<file path="src/rtl/scan_pkg.sv">
// Shared types and helpers for the scan-position generator.
package scan_pkg;

    typedef enum logic [1:0] {
        SCAN_DIAG = 2'd0,
        SCAN_HOR  = 2'd1,
        SCAN_VER  = 2'd2
    } scan_type_e;

    typedef enum logic [1:0] {
        IDLE = 2'd0,
        SEEK = 2'd1,
        RUN  = 2'd2
    } state_e;

    localparam int LOG2_MIN = 2;

    // Number of elements on anti-diagonal s of an n x n block.
    function automatic int diag_len(input int s, input int n);
        return (s < n) ? s + 1 : 2 * n - 1 - s;
    endfunction

endpackage

</file>
<file path="src/rtl/scan_walker.sv">
// Combinational one-step walker: given the current scan coordinates it
// produces the next (forward) or previous (reverse) position in the
// selected scan order for a block of side 2^log2_size.
module scan_walker
    import scan_pkg::*;
#(
    parameter  int LOG2_MAX = 5,
    localparam int SW       = LOG2_MAX + 1
) (
    input  logic [2:0]          log2_size,
    input  scan_type_e          scan_type,
    input  logic                reverse,
    input  logic [SW-1:0]       s,
    input  logic [LOG2_MAX-1:0] j,
    input  logic [LOG2_MAX-1:0] row,
    input  logic [LOG2_MAX-1:0] col,
    output logic [SW-1:0]       s_next,
    output logic [LOG2_MAX-1:0] j_next,
    output logic [LOG2_MAX-1:0] row_next,
    output logic [LOG2_MAX-1:0] col_next
);

    logic [SW-1:0]       n_s;
    logic [LOG2_MAX-1:0] n_m1;

    assign n_s  = SW'(1) << log2_size;
    assign n_m1 = LOG2_MAX'(n_s - SW'(1));

    // Step the walker one position in the requested direction.
    always_comb begin
        s_next   = s;
        j_next   = j;
        row_next = row;
        col_next = col;
        case (scan_type)
            SCAN_HOR: begin
                if (!reverse) begin
                    if (col == n_m1) begin
                        col_next = '0;
                        row_next = row + 1'b1;
                    end else begin
                        col_next = col + 1'b1;
                    end
                end else begin
                    if (col == '0) begin
                        col_next = n_m1;
                        row_next = row - 1'b1;
                    end else begin
                        col_next = col - 1'b1;
                    end
                end
            end
            SCAN_VER: begin
                if (!reverse) begin
                    if (row == n_m1) begin
                        row_next = '0;
                        col_next = col + 1'b1;
                    end else begin
                        row_next = row + 1'b1;
                    end
                end else begin
                    if (row == '0) begin
                        row_next = n_m1;
                        col_next = col - 1'b1;
                    end else begin
                        row_next = row - 1'b1;
                    end
                end
            end
            default: begin
                // Advance (s, j) first, then map to row/col; the reverse
                // wrap picks up the length of the previous diagonal so the
                // length change across s = N-1 is handled exactly.
                if (!reverse) begin
                    if (int'(j) + 1 < diag_len(int'(s), int'(n_s))) begin
                        j_next = j + 1'b1;
                    end else begin
                        s_next = s + 1'b1;
                        j_next = '0;
                    end
                end else begin
                    if (j != '0) begin
                        j_next = j - 1'b1;
                    end else begin
                        s_next = s - 1'b1;
                        j_next = LOG2_MAX'(diag_len(int'(s_next), int'(n_s)) - 1);
                    end
                end
                if (s_next < n_s) begin
                    if (!s_next[0]) begin
                        row_next = LOG2_MAX'(s_next - SW'(j_next));
                        col_next = j_next;
                    end else begin
                        row_next = j_next;
                        col_next = LOG2_MAX'(s_next - SW'(j_next));
                    end
                end else begin
                    if (!s_next[0]) begin
                        row_next = n_m1 - j_next;
                        col_next = LOG2_MAX'(s_next - n_s + SW'(1) + SW'(j_next));
                    end else begin
                        row_next = LOG2_MAX'(s_next - n_s + SW'(1) + SW'(j_next));
                        col_next = n_m1 - j_next;
                    end
                end
            end
        endcase
    end

endmodule

</file>
<file path="src/rtl/scan_pos_generator.sv">
// Streams coefficient scan positions for one block per start request.
// Forward jobs emit idx 0..end_idx; reverse jobs first seek forward to
// end_idx (silently) and then walk back to idx 0.
module scan_pos_generator
    import scan_pkg::*;
#(
    parameter  int LOG2_MAX = 5,
    localparam int POS_W    = 2 * LOG2_MAX
) (
    input  logic                clk,
    input  logic                rst,
    input  logic                start,
    input  logic [1:0]          cfg_scan_type,
    input  logic [2:0]          cfg_log2_size,
    input  logic                cfg_reverse,
    input  logic [POS_W-1:0]    cfg_end_idx,
    output logic                busy,
    output logic                out_valid,
    input  logic                out_ready,
    output logic [POS_W-1:0]    out_pos,
    output logic [LOG2_MAX-1:0] out_row,
    output logic [LOG2_MAX-1:0] out_col,
    output logic [POS_W-1:0]    out_idx,
    output logic                out_last,
    output logic                done
);

    localparam int               SW       = LOG2_MAX + 1;
    localparam logic [POS_W-1:0] ALL_ONES = '1;

    state_e              state_reg, state_next;
    scan_type_e          type_reg, type_next;
    logic [2:0]          log2_reg, log2_next;
    logic                rev_reg, rev_next;
    logic [POS_W-1:0]    end_reg, end_next;
    logic [SW-1:0]       s_reg, s_next;
    logic [LOG2_MAX-1:0] j_reg, j_next;
    logic [LOG2_MAX-1:0] row_reg, row_next;
    logic [LOG2_MAX-1:0] col_reg, col_next;
    logic [POS_W-1:0]    idx_reg, idx_next;
    logic                valid_reg, valid_next;
    logic                done_reg, done_next;

    logic                walk_reverse;
    logic [SW-1:0]       walk_s;
    logic [LOG2_MAX-1:0] walk_j, walk_row, walk_col;

    scan_type_e          cfg_type;
    logic [2:0]          cfg_log2;
    logic [POS_W-1:0]    cfg_max_idx, cfg_end;

    // Decode and clamp the incoming configuration (used only at start).
    always_comb begin
        case (cfg_scan_type)
            2'd1:    cfg_type = SCAN_HOR;
            2'd2:    cfg_type = SCAN_VER;
            default: cfg_type = SCAN_DIAG;
        endcase
        cfg_log2 = cfg_log2_size;
        if (cfg_log2_size < 3'(LOG2_MIN)) begin
            cfg_log2 = 3'(LOG2_MIN);
        end else if (cfg_log2_size > 3'(LOG2_MAX)) begin
            cfg_log2 = 3'(LOG2_MAX);
        end
        cfg_max_idx = ~(ALL_ONES << {cfg_log2, 1'b0});
        cfg_end     = (cfg_end_idx > cfg_max_idx) ? cfg_max_idx : cfg_end_idx;
    end

    // The seek phase always walks forward; only RUN honours the direction.
    assign walk_reverse = (state_reg == RUN) && rev_reg;

    scan_walker #(
        .LOG2_MAX (LOG2_MAX)
    ) u_walker (
        .log2_size (log2_reg),
        .scan_type (type_reg),
        .reverse   (walk_reverse),
        .s         (s_reg),
        .j         (j_reg),
        .row       (row_reg),
        .col       (col_reg),
        .s_next    (walk_s),
        .j_next    (walk_j),
        .row_next  (walk_row),
        .col_next  (walk_col)
    );

    // State and datapath registers with asynchronous clear.
    always_ff @(posedge clk or posedge rst) begin
        if (rst) begin
            state_reg <= IDLE;
            type_reg  <= SCAN_DIAG;
            log2_reg  <= '0;
            rev_reg   <= 1'b0;
            end_reg   <= '0;
            s_reg     <= '0;
            j_reg     <= '0;
            row_reg   <= '0;
            col_reg   <= '0;
            idx_reg   <= '0;
            valid_reg <= 1'b0;
            done_reg  <= 1'b0;
        end else begin
            state_reg <= state_next;
            type_reg  <= type_next;
            log2_reg  <= log2_next;
            rev_reg   <= rev_next;
            end_reg   <= end_next;
            s_reg     <= s_next;
            j_reg     <= j_next;
            row_reg   <= row_next;
            col_reg   <= col_next;
            idx_reg   <= idx_next;
            valid_reg <= valid_next;
            done_reg  <= done_next;
        end
    end

    // Next-state logic: start latching, silent seek, handshake-driven run.
    always_comb begin
        state_next = state_reg;
        type_next  = type_reg;
        log2_next  = log2_reg;
        rev_next   = rev_reg;
        end_next   = end_reg;
        s_next     = s_reg;
        j_next     = j_reg;
        row_next   = row_reg;
        col_next   = col_reg;
        idx_next   = idx_reg;
        valid_next = valid_reg;
        done_next  = 1'b0;
        case (state_reg)
            IDLE: begin
                if (start) begin
                    type_next = cfg_type;
                    log2_next = cfg_log2;
                    rev_next  = cfg_reverse;
                    end_next  = cfg_end;
                    s_next    = '0;
                    j_next    = '0;
                    row_next  = '0;
                    col_next  = '0;
                    idx_next  = '0;
                    if (cfg_reverse) begin
                        state_next = SEEK;
                    end else begin
                        state_next = RUN;
                        valid_next = 1'b1;
                    end
                end
            end
            SEEK: begin
                if (idx_reg == end_reg) begin
                    state_next = RUN;
                    valid_next = 1'b1;
                end else begin
                    s_next   = walk_s;
                    j_next   = walk_j;
                    row_next = walk_row;
                    col_next = walk_col;
                    idx_next = idx_reg + 1'b1;
                end
            end
            RUN: begin
                if (valid_reg && out_ready) begin
                    if (out_last) begin
                        state_next = IDLE;
                        valid_next = 1'b0;
                        done_next  = 1'b1;
                    end else begin
                        s_next   = walk_s;
                        j_next   = walk_j;
                        row_next = walk_row;
                        col_next = walk_col;
                        idx_next = rev_reg ? (idx_reg - 1'b1) : (idx_reg + 1'b1);
                    end
                end
            end
            default: state_next = IDLE;
        endcase
    end

    assign busy      = (state_reg != IDLE);
    assign out_valid = valid_reg;
    assign out_row   = row_reg;
    assign out_col   = col_reg;
    assign out_idx   = idx_reg;
    assign out_pos   = (POS_W'(row_reg) << log2_reg) | POS_W'(col_reg);
    assign out_last  = valid_reg && (rev_reg ? (idx_reg == '0) : (idx_reg == end_reg));
    assign done      = done_reg;

endmodule

</file>
<file path="config.mk">
export PLATFORM = sky130hd
export DESIGN_NAME = scan_pos_generator
export DESIGN_NICKNAME = d
export VERILOG_FILES = /design/src/rtl/scan_pkg.sv /design/src/rtl/scan_walker.sv /design/src/rtl/scan_pos_generator.sv
export SDC_FILE = /design/constraint.sdc
export NUM_CORES = 1
export LEC_CHECK = 0
export CAP_MARGIN = 20
export CORE_UTILIZATION = 49
export CTS_CLUSTER_DIAMETER = 60
export DETAILED_ROUTE_END_ITERATION = 16
export PLACE_DENSITY = 0.84
export SLEW_MARGIN = 30
export SYNTH_ARGS = -nofsm -noshare
export SYNTH_HDL_FRONTEND = slang
export SYNTH_SLANG_ARGS = --single-unit
</file>
<file path="constraint.sdc">
create_clock -name clk -period 6.02 [get_ports clk]
set_clock_uncertainty 0.2 [all_clocks]
set_input_delay 0.903 -clock clk [delete_from_list [all_inputs] [get_ports clk]]
set_output_delay 0.903 -clock clk [all_outputs]
set_load 0.02 [all_outputs]
</file>
==> results.json <==
{
  "outcome": "finished, violations left",
  "violations": "setup timing",
  "clk_latency_ns": 0.30,
  "placementRows": 41,
  "wl_per_cell_um": 18.8,
  "synthSimpleGateAreaFrac_pct": 19.8,
  "cts_tree": "yes",
  "boundaryPins": 54,
  "drc": 0,
  "wirelength_um": 21000,
  "numCtsBuffers": 5,
  "synth_top_family_by_area": "compound AO/OA/AOI/OAI gates",
  "ys_warn_count": 0,
  "initial_core_util_pct": 51.2,
  "grt_usage_pct": 28.0,
  "hpwl_um": 14700,
  "grt_pass1_wl_um": 31900,
  "finalHoldViolations": 0,
  "cpMaxStageDelayCell": "o32a_4",
  "relSlewSlack_pct": 38.6,
  "synth_edf_count": 0,
  "crit_type": "flip-flop to flip-flop",
  "vias_per_cell": 6.29,
  "cts-root-buf": "clkbuf_16",
  "avgSynthCellArea_um2": 7.83,
  "cts_buffer_depth": 2,
  "postLayoutCoreUtil_pct": 65.0,
  "place_congestion": 1.02,
  "n_antenna_cell": 0,
  "synth-xor-area-share_pct": 8.93,
  "final_cell_mix": "83 x nand2_1, 81 x buf_4, 66 x ha_1",
  "yosys.area_share.adder_pct": 15.1,
  "finalSetupViolations": 1,
  "crit_path_max_incr_delay_ns": 0.43,
  "die_h_um": 118,
  "ys_seq_area_share_pct": 19.5,
  "numClockSinks": 51,
  "final_common_cell": "nand2_1",
  "die_area_um2": 13900,
  "hold_path.class": "flip-flop to flip-flop",
  "final_nets": 1038,
  "port_buffers": 53,
  "min_period_ns": 6.03,
  "synth.distinct_cells": 98,
  "synth_compound_area_share_pct": 26.4,
  "maxSlewViolCount": 0,
  "cp.arrival_ns": 6.02,
  "grt_max_degree": 52,
  "antenna_found_initial": 0,
  "overflow": 0,
  "die_w_um": 118,
  "fp.coreArea_um2": 12800,
  "drive_gt1_share_pct": 19.4,
  "worstSetupStartpointType": "flip-flop",
  "crit_path_max_fanout": 8,
  "end_kind": "flip-flop",
  "cts_max_level": 2,
  "syn_area_um2": 6560,
  "ant_nets": 0,
  "ys_ff_latch": 51,
  "cp_data_required_time_ns": 6.00,
  "dr.first_iter.drc_count": 744,
  "synthMuxAreaShare_pct": 3.28,
  "grt_pass1_vias": 6369,
  "clkTransAtPathRegs_ns": 0.07,
  "vias": 7011,
  "synthCells": 838,
  "max_freq_mhz": 166,
  "worstMarginPinSlew_ns": 0.915,
  "period_share_pct": 100,
  "timing.final.ws_setup_ns": -0.0131,
  "ys_async_sr_fraction_pct": 100,
  "first_pass_iters": 6,
  "synth_ff_type": "dfrtp_1",
  "drv_cap": 0,
  "area.growth.synth_to_final_pct": 27.1
}
stage by stage:
stage	cells	instance area [um2]	setup slack (ns)	setup TNS, ns	hold slack [ns]
floorplan	840	6680	-0.0366	-0.0462	0.269
global placement	1081	7690	0.0506	0	0.280
detailed placement	1081	7690	-0.143	-0.519	0.290
CTS	1093	7920	0.0169	0	0.306
global route	1115	8340	-0.168	-0.991	0.332
finish	1115	8340	-0.0131	-0.0131	0.302
final timing paths:
kind	depth (start not counted)	endpoint	startpoint	slack [ns]
max	31	out_row[0]$_DFFE_PP0P_	log2_reg[1]$_DFFE_PP0P_	-0.01
min	2	end_reg[5]$_DFFE_PP0P_	end_reg[5]$_DFFE_PP0P_	0.30
max reg2reg	31	out_row[0]$_DFFE_PP0P_	log2_reg[1]$_DFFE_PP0P_	-0.01
min reg2reg	2	end_reg[5]$_DFFE_PP0P_	end_reg[5]$_DFFE_PP0P_	0.30
max in group asynchronous	3	log2_reg[1]$_DFFE_PP0P_	rst	4.23
min in group asynchronous	3	s_reg[3]$_DFFE_PP0P_	rst	0.90
cell usage after synthesis (5+ instances only):
cell type  count  area (um2)
a211oi_1       7        52.6
a21o_1        20         150
a21oi_1       53         265
a22o_1        15         131
a31oi_1       12        75.1
and3_1         7        43.8
clkbuf_1      40         150
dfrtp_1       51        1280
fa_1           5         100
ha_1          71         888
inv_1         49         184
mux2i_1       17         170
nand2_1       84         315
nand2b_1       7        43.8
nand3_1       25         125
nand4_1        8        50.1
nor2_1        68         255
nor2b_1        8        50.1
nor3_1        21         105
nor3b_1        5        37.5
o211ai_1       5        37.5
o21ai_0       58         290
o22ai_1        5        31.3
o31ai_1        6        45.0
or3_1          7        43.8
xnor2_1       37         324
xor2_1        28         245
area by class of cell:
type / count / area, um2
clock buffer: 6 / 139
clock inverter: 2 / 35.0
fill: 1014 / 4490
inverter: 57 / 254
multi-input combinational: 682 / 5120
sequential: 51 / 1280
tap: 172 / 215
timing repair buffer: 145 / 1300
critical path, delay by kind of cell, from the launching register on:
kind	cells	cell delay, ns
compound gates	12	2.33
xor+xnor	1	0.19
fa+ha+maj	3	0.90
buf+inv	6	0.61
flops	1	0.40
simple gates	9	1.26
logic make-up after synthesis:
| group | after synthesis |
|---|---|
| AOI/OAI and AO/OA | 248 |
| xor gates and xnor gates | 66 |
| adders and majority gates | 76 |
| buffers and inverters | 107 |
| DFF | 51 |
| muxes | 21 |
| other | 2 |
| and+or+nand+nor | 267 |
what timing repair did:
item	in CTS	in global routing
cloned	0	2
setup buffers	4	20
gates resized for setup	4	56
hold buffers	0	0
pin swaps	4	42
setup endpoints to repair	8	10
metal layers:
metal	wire length (um)	global-route usage [%]	vias up
met2	9890	46.2	393
met5	0	0	-
met3	1800	4.17	63
met1	8600	37.4	3325
li1	-	-	3230
met4	691	9.13	0
Power is not shown: default switching activity piles up to over one toggle a cycle in this logic, so the estimate is an artifact.
